File: src/rtl/spi_slave_rx_mode2.sv
// SPI mode-2 (CPOL=1, CPHA=0) receive-only slave, oversampled by In_clk.
// Bytes arrive MSB first; each complete byte yields a one-cycle valid pulse.
module spi_slave_rx_mode2 #(
    parameter int unsigned REF_CLK  = 50_000_000,
    parameter int unsigned SPI_SCLK = 500_000
) (
    input  logic       In_clk,
    input  logic       In_rst_n,
    input  logic       In_spi_cs_n,
    input  logic       In_spi_sclk,
    input  logic       In_spi_mosi,
    output logic [7:0] Out_rx_data,
    output logic       Out_rx_valid,
    output logic       Out_rx_err,
    output logic       Out_rx_busy
);

    if (REF_CLK < 8 * SPI_SCLK) begin : g_clk_ratio_check
        $error("spi_slave_rx_mode2: REF_CLK must be at least 8 * SPI_SCLK");
    end

    typedef enum logic {
        IDLE = 1'b0,
        RECV = 1'b1
    } state_t;

    logic   cs_s1_q, cs_s2_q, cs_h_q;
    logic   sclk_s1_q, sclk_s2_q, sclk_h_q;
    logic   mosi_s1_q, mosi_s2_q, mosi_h_q;
    state_t state_q;
    logic [2:0] cnt_q;
    logic [7:0] shift_q;
    logic [7:0] rx_data_q;
    logic       rx_valid_q;
    logic       rx_err_q;

    logic       sclk_fall;
    logic       cs_rise;
    logic [7:0] shift_d;

    // All three lines share the same depth so MOSI stays aligned with SCLK/CS.
    always_ff @(posedge In_clk or negedge In_rst_n) begin
        if (!In_rst_n) begin
            cs_s1_q   <= 1'b1;
            cs_s2_q   <= 1'b1;
            cs_h_q    <= 1'b1;
            sclk_s1_q <= 1'b1;
            sclk_s2_q <= 1'b1;
            sclk_h_q  <= 1'b1;
            mosi_s1_q <= 1'b0;
            mosi_s2_q <= 1'b0;
            mosi_h_q  <= 1'b0;
        end else begin
            cs_s1_q   <= In_spi_cs_n;
            cs_s2_q   <= cs_s1_q;
            cs_h_q    <= cs_s2_q;
            sclk_s1_q <= In_spi_sclk;
            sclk_s2_q <= sclk_s1_q;
            sclk_h_q  <= sclk_s2_q;
            mosi_s1_q <= In_spi_mosi;
            mosi_s2_q <= mosi_s1_q;
            mosi_h_q  <= mosi_s2_q;
        end
    end

    always_comb begin
        sclk_fall = sclk_h_q & ~sclk_s2_q;
        cs_rise   = ~cs_h_q & cs_s2_q;
        shift_d   = {shift_q[6:0], mosi_s2_q};
    end

    always_ff @(posedge In_clk or negedge In_rst_n) begin
        if (!In_rst_n) begin
            state_q    <= IDLE;
            cnt_q      <= '0;
            shift_q    <= '0;
            rx_data_q  <= '0;
            rx_valid_q <= 1'b0;
            rx_err_q   <= 1'b0;
        end else begin
            rx_valid_q <= 1'b0;
            rx_err_q   <= 1'b0;
            case (state_q)
                IDLE: begin
                    cnt_q   <= '0;
                    shift_q <= '0;
                    if (!cs_s2_q) begin
                        state_q <= RECV;
                    end
                end
                RECV: begin
                    // CS release wins over a coincident SCLK edge.
                    if (cs_rise) begin
                        state_q <= IDLE;
                        cnt_q   <= '0;
                        shift_q <= '0;
                        if (cnt_q != 3'd0) begin
                            rx_err_q <= 1'b1;
                        end
                    end else if (sclk_fall) begin
                        shift_q <= shift_d;
                        cnt_q   <= cnt_q + 3'd1;
                        if (cnt_q == 3'd7) begin
                            rx_data_q  <= shift_d;
                            rx_valid_q <= 1'b1;
                        end
                    end
                end
                default: state_q <= IDLE;
            endcase
        end
    end

    assign Out_rx_data  = rx_data_q;
    assign Out_rx_valid = rx_valid_q;
    assign Out_rx_err   = rx_err_q;
    assign Out_rx_busy  = (state_q == RECV);

    logic unused_hist;
    assign unused_hist = mosi_h_q;

endmodule

File: config.mk
export PLATFORM = sky130hd
export DESIGN_NAME = spi_slave_rx_mode2
export DESIGN_NICKNAME = d
export VERILOG_FILES = /design/src/rtl/spi_slave_rx_mode2.sv
export SDC_FILE = /design/constraint.sdc
export NUM_CORES = 1
export LEC_CHECK = 0
export CAP_MARGIN = 20
export CORE_UTILIZATION = 40
export CTS_CLUSTER_DIAMETER = 200
export DETAILED_ROUTE_END_ITERATION = 7
export SLEW_MARGIN = 5
export SYNTH_ARGS = -nofsm -noshare
export SYNTH_HDL_FRONTEND = slang
export SYNTH_SLANG_ARGS = --single-unit
export TNS_END_PERCENT = 50
File: constraint.sdc
create_clock -name In_clk -period 1.8 [get_ports In_clk]
set_input_delay 0.36 -clock In_clk [delete_from_list [all_inputs] [get_ports In_clk]]
set_output_delay 0.36 -clock In_clk [all_outputs]
set_load 0.05 [all_outputs]
==> out/qor.yml, run 1 <==
syn_nets: 91
htree_levels: 2
grt_max_degree: 30
worstPathRequired_ns: 2.02
final.min_clock_period_ns: 1.49
critPathSlowestCell: "dfrtp_1"
cts_tree: "done"
synth_top_area_share_pct: 53.2
syn2layout_area_growth_pct: 20.0
wl_um: 1640
synth.top_cells.by_area: "dfrtp_1, dfstp_2, mux2_2"
drt-met1-wl_um: 747
ys_types: 17
top_layer_used: "met4"
slowest_delay_ns: 0.42
drc: 0
cp_common_cell: "ha_1"
fin_hold_ws_ns: 0.361
die_w_um: 54.0
portBuffers: 15
crit_type: "reg -> reg"
cap_violations: 0
design_area_um2: 1300
cts_buffer_depth: 2
outcome: "finished, final reports clean"
post-route-util_pct: 51.5
grt_antenna_before_repair: 0
p_total_uw: 1120
timing.setup.tns_ns: 0
synth_common_cells: "dfrtp_1, nand2_1, a21oi_1"
yosysTopAreaCell: "dfrtp_1"
track_usage_pct: 15.3
grt_pass1_vias: 652
cts_resized: 0
yosys_warnings: 0
fmax_mhz: 670
fillers: 239
async_reset_ff_share_pct: 100
hold_path_class: "reg -> reg"
leakage_uw: 0.000630
antenna_cells: 0
r2r_setup_slack_ns: 0.31
postCtsHoldBufs: 0
firstDrtPassIters: 2
crit_chain: "ha_1, ha_1, nand4_4, mux2_2"
arrival_ns: 1.71
syn_inst: 83
grt_overflow: 0
fin_skew_ns: 0.00775
via_count: 660
root_buffer: "clkbuf_4"
wl_met2_um: 769
wl_per_cell_um: 12.1
place_area_um2: 1250
ir_worst_vdd_mv: 0.479
cts_setup_buffers: 0
synth_seq_cells: 29
place.gp.congestion: 0.724
io_pins: 16
cts_buffers: 5
initial_core_util_pct: 42.9
syn_area_per_cell_um2: 13.0
tightestPinTransition_ns: 0.365
grt_first_pass_wirelength_um: 2890
cp_top_family: "adder cells"
crit_path_max_fanout: 9
synth_ff_type: "dfrtp_1"
core-area_um2: 2520
rsz0062_at_grt: "false"
synth.most_common_cell: "dfrtp_1"
finalHoldViolCount: 0
clock_latency_ns: 0.33
antenna_left: 0
clock-sinks: 29
worstSetupStartpointType: "flop"
cp.buffers_inverters: 0
yosysSeqAreaShare_pct: 67.7
post_route_cells_drive_above_1_share_pct: 34.9
synth_edf_count: 0
multi_input_area_um2: 328
rows: 18
endpoint_kind: "flop"
nNetsFinal: 113
slew_viol_final: 0
die_area_um2: 2920
relSlewSlack_pct: 75.7
power.density_nw_per_um2: 864
area.sequential_um2: 733
via_per_inst: 4.85
finalCritPeriodShare_pct: 82.9
setup_viol: 0
dr_wl_met3_um: 80
clk_pin_slew_worst_paths_ns: 0.09
die_h_um: 54.0
dr.first_iter.drc_count: 12
syn_area_um2: 1080
[layout by cell type (no fill, tap or decap), drive strengths merged, types with 3 or more instances in the layout]
cell type	n
dfstp	6
inv	3
buf	13
ha	3
nand2	21
clkbuf	6
mux2	8
a21oi	9
clkdlybuf4s50	4
dfrtp	23
[kinds of logic after synthesis]
group,count (synthesis),synth area share (%)
XOR/XNOR,1,0.809
multiplexers,8,8.32
buffers and inverters,5,1.96
AND/OR/NAND/NOR,28,13.5
adder cells (fa/ha/maj),3,3.47
AO/OA/AOI/OAI,9,4.16
flip-flops,29,67.7
[through the flow]
stage,cells,setup slack [ns]
6_report,136,0.308
5_1_grt,136,0.234
4_1_cts,136,0.288
3_5_place_dp,128,0.312
3_3_place_gp,128,0.359
2_1_floorplan,83,0.420
[layer usage]
layer	track usage, %	up-vias
met5	0	-
met4	8.97	0
met3	8.47	6
met2	23.5	14
met1	16.4	325
li1	-	315
[path summary, 6_finish.rpt]
check                           depth (start not counted)              to  startpoint
worst min register to register                          0       sclk_s2_q   sclk_s1_q
worst max register to register                          4  Out_rx_data[6]    cnt_q[0]
worst max-delay path                                    4  Out_rx_data[6]    cnt_q[0]
min in group asynchronous                               2       mosi_s2_q    In_rst_n
worst min-delay path                                    0       sclk_s2_q   sclk_s1_q
max in group asynchronous                               2        sclk_h_q    In_rst_n
[report_power, final]
group          leakage [uW]  internal, uW  switching (uW)  total [uW]
Combinational      0.000223          26.7            44.1        70.7
Sequential         0.000375           673            12.4         686
Clock             0.0000320           148             218         366
Total              0.000630           848             274        1120
[sequential cells by signal, summed over array words and instances (netlist names)]
register,cells
Out_rx_busy,1
Out_rx_data,8
Out_rx_err,1
Out_rx_valid,1
cnt_q,3
cs_h_q,1
cs_s1_q,1
cs_s2_q,1
mosi_s1_q,1
mosi_s2_q,1
sclk_h_q,1
sclk_s1_q,1
sclk_s2_q,1
shift_q,7
[cell type report]
class / count / area share (%)
multi-input combinational: 49 / 25.2
clock buffer: 6 / 3.18
timing repair buffer: 17 / 10.6
sequential: 29 / 56.5
tap: 30 / 2.89
inverter: 3 / 0.867
clock inverter: 2 / 0.771
Power figures use the tool's default switching activity.
==> inputs of run 2 (changes only) <==
==> constraint.sdc (replaced) <==
create_clock -name In_clk -period 1.2 [get_ports In_clk]
set_input_delay 0.24 -clock In_clk [delete_from_list [all_inputs] [get_ports In_clk]]
set_output_delay 0.24 -clock In_clk [all_outputs]
set_load 0.05 [all_outputs]
==> run 2 against run 1 <==
Net effect:
- the flow now finishes with violations (negative setup slack)
- die area unchanged
- worst hold slack worse by 0.099 ns
- largest power group unchanged
- sequential share of layout area is 10 points lower
- highest routed layer unchanged
- utilization increased by 11 points
==> out/qor.yml, run 2 (synthesis gave the netlist of run 1 again) <==
wl_um: 1900  # was 1640 um
rsz0062_at_grt: "true"  # was false
die_w_um: 54.0  # unchanged
post_route_cells_drive_above_1_share_pct: 44.8  # was 34.9%
fin_skew_ns: 0.0133  # was 0.00775 ns
antenna_cells: 0  # unchanged
grt_max_degree: 30  # unchanged
die_h_um: 54.0  # unchanged
outcome: "finished, violations left"  # was finished, final reports clean
arrival_ns: 1.61  # was 1.71 ns
leakage_uw: 0.000737  # was 0.000630 uW
tightestPinTransition_ns: 0.196  # was 0.365 ns
cts_buffers: 5  # unchanged
r2r.worst_path.cells: 3  # was 4
worstPathRequired_ns: 1.43  # was 2.02 ns
clock-sinks: 29  # unchanged
clock_latency_ns: 0.33  # about the same
grt_first_pass_wirelength_um: 3050  # was 2890 um
nNetsFinal: 123  # was 113
r2r_setup_slack_ns: -0.18  # was 0.31 ns
die_area_um2: 2920  # unchanged
syn2layout_area_growth_pct: 46.6  # was 20.0%
clkPwrFrac_pct: 31.9  # was 32.6%
rows: 18  # unchanged
clk_pin_slew_worst_paths_ns: 0.10  # was 0.09 ns
crit_type: "reg -> reg"  # unchanged
cap_violations: 0  # unchanged
grt_overflow: 0  # unchanged
place_area_um2: 1500  # was 1250 um2
core-area_um2: 2520  # unchanged
finalCritPeriodShare_pct: 115  # was 82.9%
p_total_uw: 1740  # was 1120 uW
portBuffers: 15  # unchanged
post-place-ws_ns: -0.236  # was 0.312 ns
via_per_inst: 4.81  # was 4.85
hold_path_class: "in -> async"  # was reg -> reg
endpoint_kind: "flop"  # unchanged
htree_levels: 2  # unchanged
p_int_uw: 1310  # was 848 uW
antenna_left: 0  # unchanged
setup_viol: 15  # was 0
final_common_cell: "dfrtp_1"  # unchanged
seq_power_share_pct: 58.8  # was 61.1%
grt_antenna_before_repair: 0  # unchanged
cts_tree: "done"  # unchanged
r2r_end: "Out_rx_data[0]"  # was Out_rx_data[6]
violations: "negative setup slack"
design_area_um2: 1590  # was 1300 um2
dr.first_iter.drc_count: 4  # was 12
crit_path_max_fanout: 4  # was 9
track_usage_pct: 17.0  # was 15.3%
drc: 0  # unchanged
io_pins: 16  # unchanged
final.min_clock_period_ns: 1.38  # was 1.49 ns
place.gp.congestion: 0.694  # was 0.724
fmax_mhz: 724  # was 670 MHz
reg2reg_from: "sclk_h_q"  # was cnt_q[0]
worst_slack_ns: -0.181  # was 0.308 ns
slew_viol_final: 0  # unchanged
wl_per_cell_um: 13.0  # was 12.1 um
finalHoldViolCount: 0  # unchanged
post-route-util_pct: 62.9  # was 51.5%
fin_hold_ws_ns: 0.262  # was 0.361 ns
initial_core_util_pct: 42.9  # unchanged
largest_reg_flops: 8  # unchanged
switchingPower_uw: 434  # was 274 uW
via_count: 702  # was 660
dp_hpwl_um: 1170
worstSetupStartpointType: "flop"  # unchanged
ir_worst_vdd_mv: 0.948  # was 0.479 mV
combPwrFrac_pct: 9.3  # was 6.3%
power.density_nw_per_um2: 1100  # was 864 nW/um2
root_buffer: "clkbuf_4"  # unchanged
relSlewSlack_pct: 86.9  # was 75.7%
final_cell_mix: "dfrtp_1, nand2_1, buf_12, a21oi_1, buf_4"  # was dfrtp_1, nand2_1, buf_4, a21oi_1, mux2_2
postCtsHoldBufs: 0  # unchanged
p_sw_share_pct: 24.9  # was 24.4%
grt_pass1_vias: 651  # was 652
firstDrtPassIters: 2  # unchanged
cts_buffer_depth: 2  # unchanged
-- run 2: cell count changes in the layout (fill, tap and decap cells not counted), moves of 2 or more --
| cell | change |
|---|---|
| mux2_4 | +8 |
| buf_4 | -4 |
| mux2_2 | -8 |
| ha_1 | -2 |
| buf_12 | +12 |
-- run 2: final cells by class --
type | count | area (um2)
Clock buffer | 6 | 41.3
Clock inverter | 2 | 10.0
Fill cell | 221 | 936
Inverter | 3 | 11.3
Multi-Input combinational cell | 50 | 393
Sequential cell | 29 | 734
Tap cell | 30 | 37.5
Timing Repair Buffer | 26 | 359
-- run 2: how the worst max path moves through the flow --
stage	start	endpoint	cells past startpoint
5_1_grt	sclk_h_q	Out_rx_data[4]	3
3_3_place_gp	sclk_h_q	Out_rx_data[0]	3
6_report	sclk_h_q	Out_rx_data[0]	3
3_5_place_dp	sclk_h_q	Out_rx_data[2]	3
4_1_cts	sclk_h_q	Out_rx_data[0]	3
2_1_floorplan	sclk_h_q	Out_rx_data[0]	3
-- run 2: routing by layer --
layer	track usage, %	vias up	part of all wire (%)
met5	0	-	0
met1	19.3	337	42
met3	8.47	7	5.5
li1	-	340	-
met4	12.0	0	3.7
met2	24.5	18	48
-- run 2: timing repair --
action,4_1_cts,5_1_grt
cloned,1,0
pin swaps,1,0
buffers inserted,2,0
gates resized for setup,2,1
endpoints found under the setup margin,19,22
-- run 2: metrics by stage --
| step | setup TNS, ns | instances |
|---|---|---|
| after floorplan | -1.11 | 83 |
| after global placement | -1.77 | 135 |
| after detailed placement | -2.30 | 135 |
| after CTS | -1.55 | 146 |
| after global routing | -2.73 | 146 |
| final | -1.53 | 146 |
-- run 2: power by group through the flow --
stage          clock network [uW]  logic [uW]  registers, uW
2_1_floorplan                   0        46.5           1060
3_3_place_gp                    0         145           1040
3_5_place_dp                    0         148           1050
4_1_cts                       576         164           1030
5_1_grt                       612         180           1030
6_report                      557         162           1030
-- run 2: worst max-delay path, cell delays in order, from the launching register on --
cell and delay (ns):
dfstp_2 0.54, nor2b_4 0.21, nand4_2 0.19, mux2_4 0.34
==> inputs of run 3 (changes only) <==
--- a/config.mk
+++ b/config.mk
@@ -8,6 +8,7 @@
 export CAP_MARGIN = 20
 export CORE_UTILIZATION = 40
 export CTS_CLUSTER_DIAMETER = 200
+export CTS_CLUSTER_SIZE = 12
 export DETAILED_ROUTE_END_ITERATION = 7
 export SLEW_MARGIN = 5
 export SYNTH_ARGS = -nofsm -noshare
==> results of run 3 <==
Final layout, timing and power as in run 2 (identical DEF).
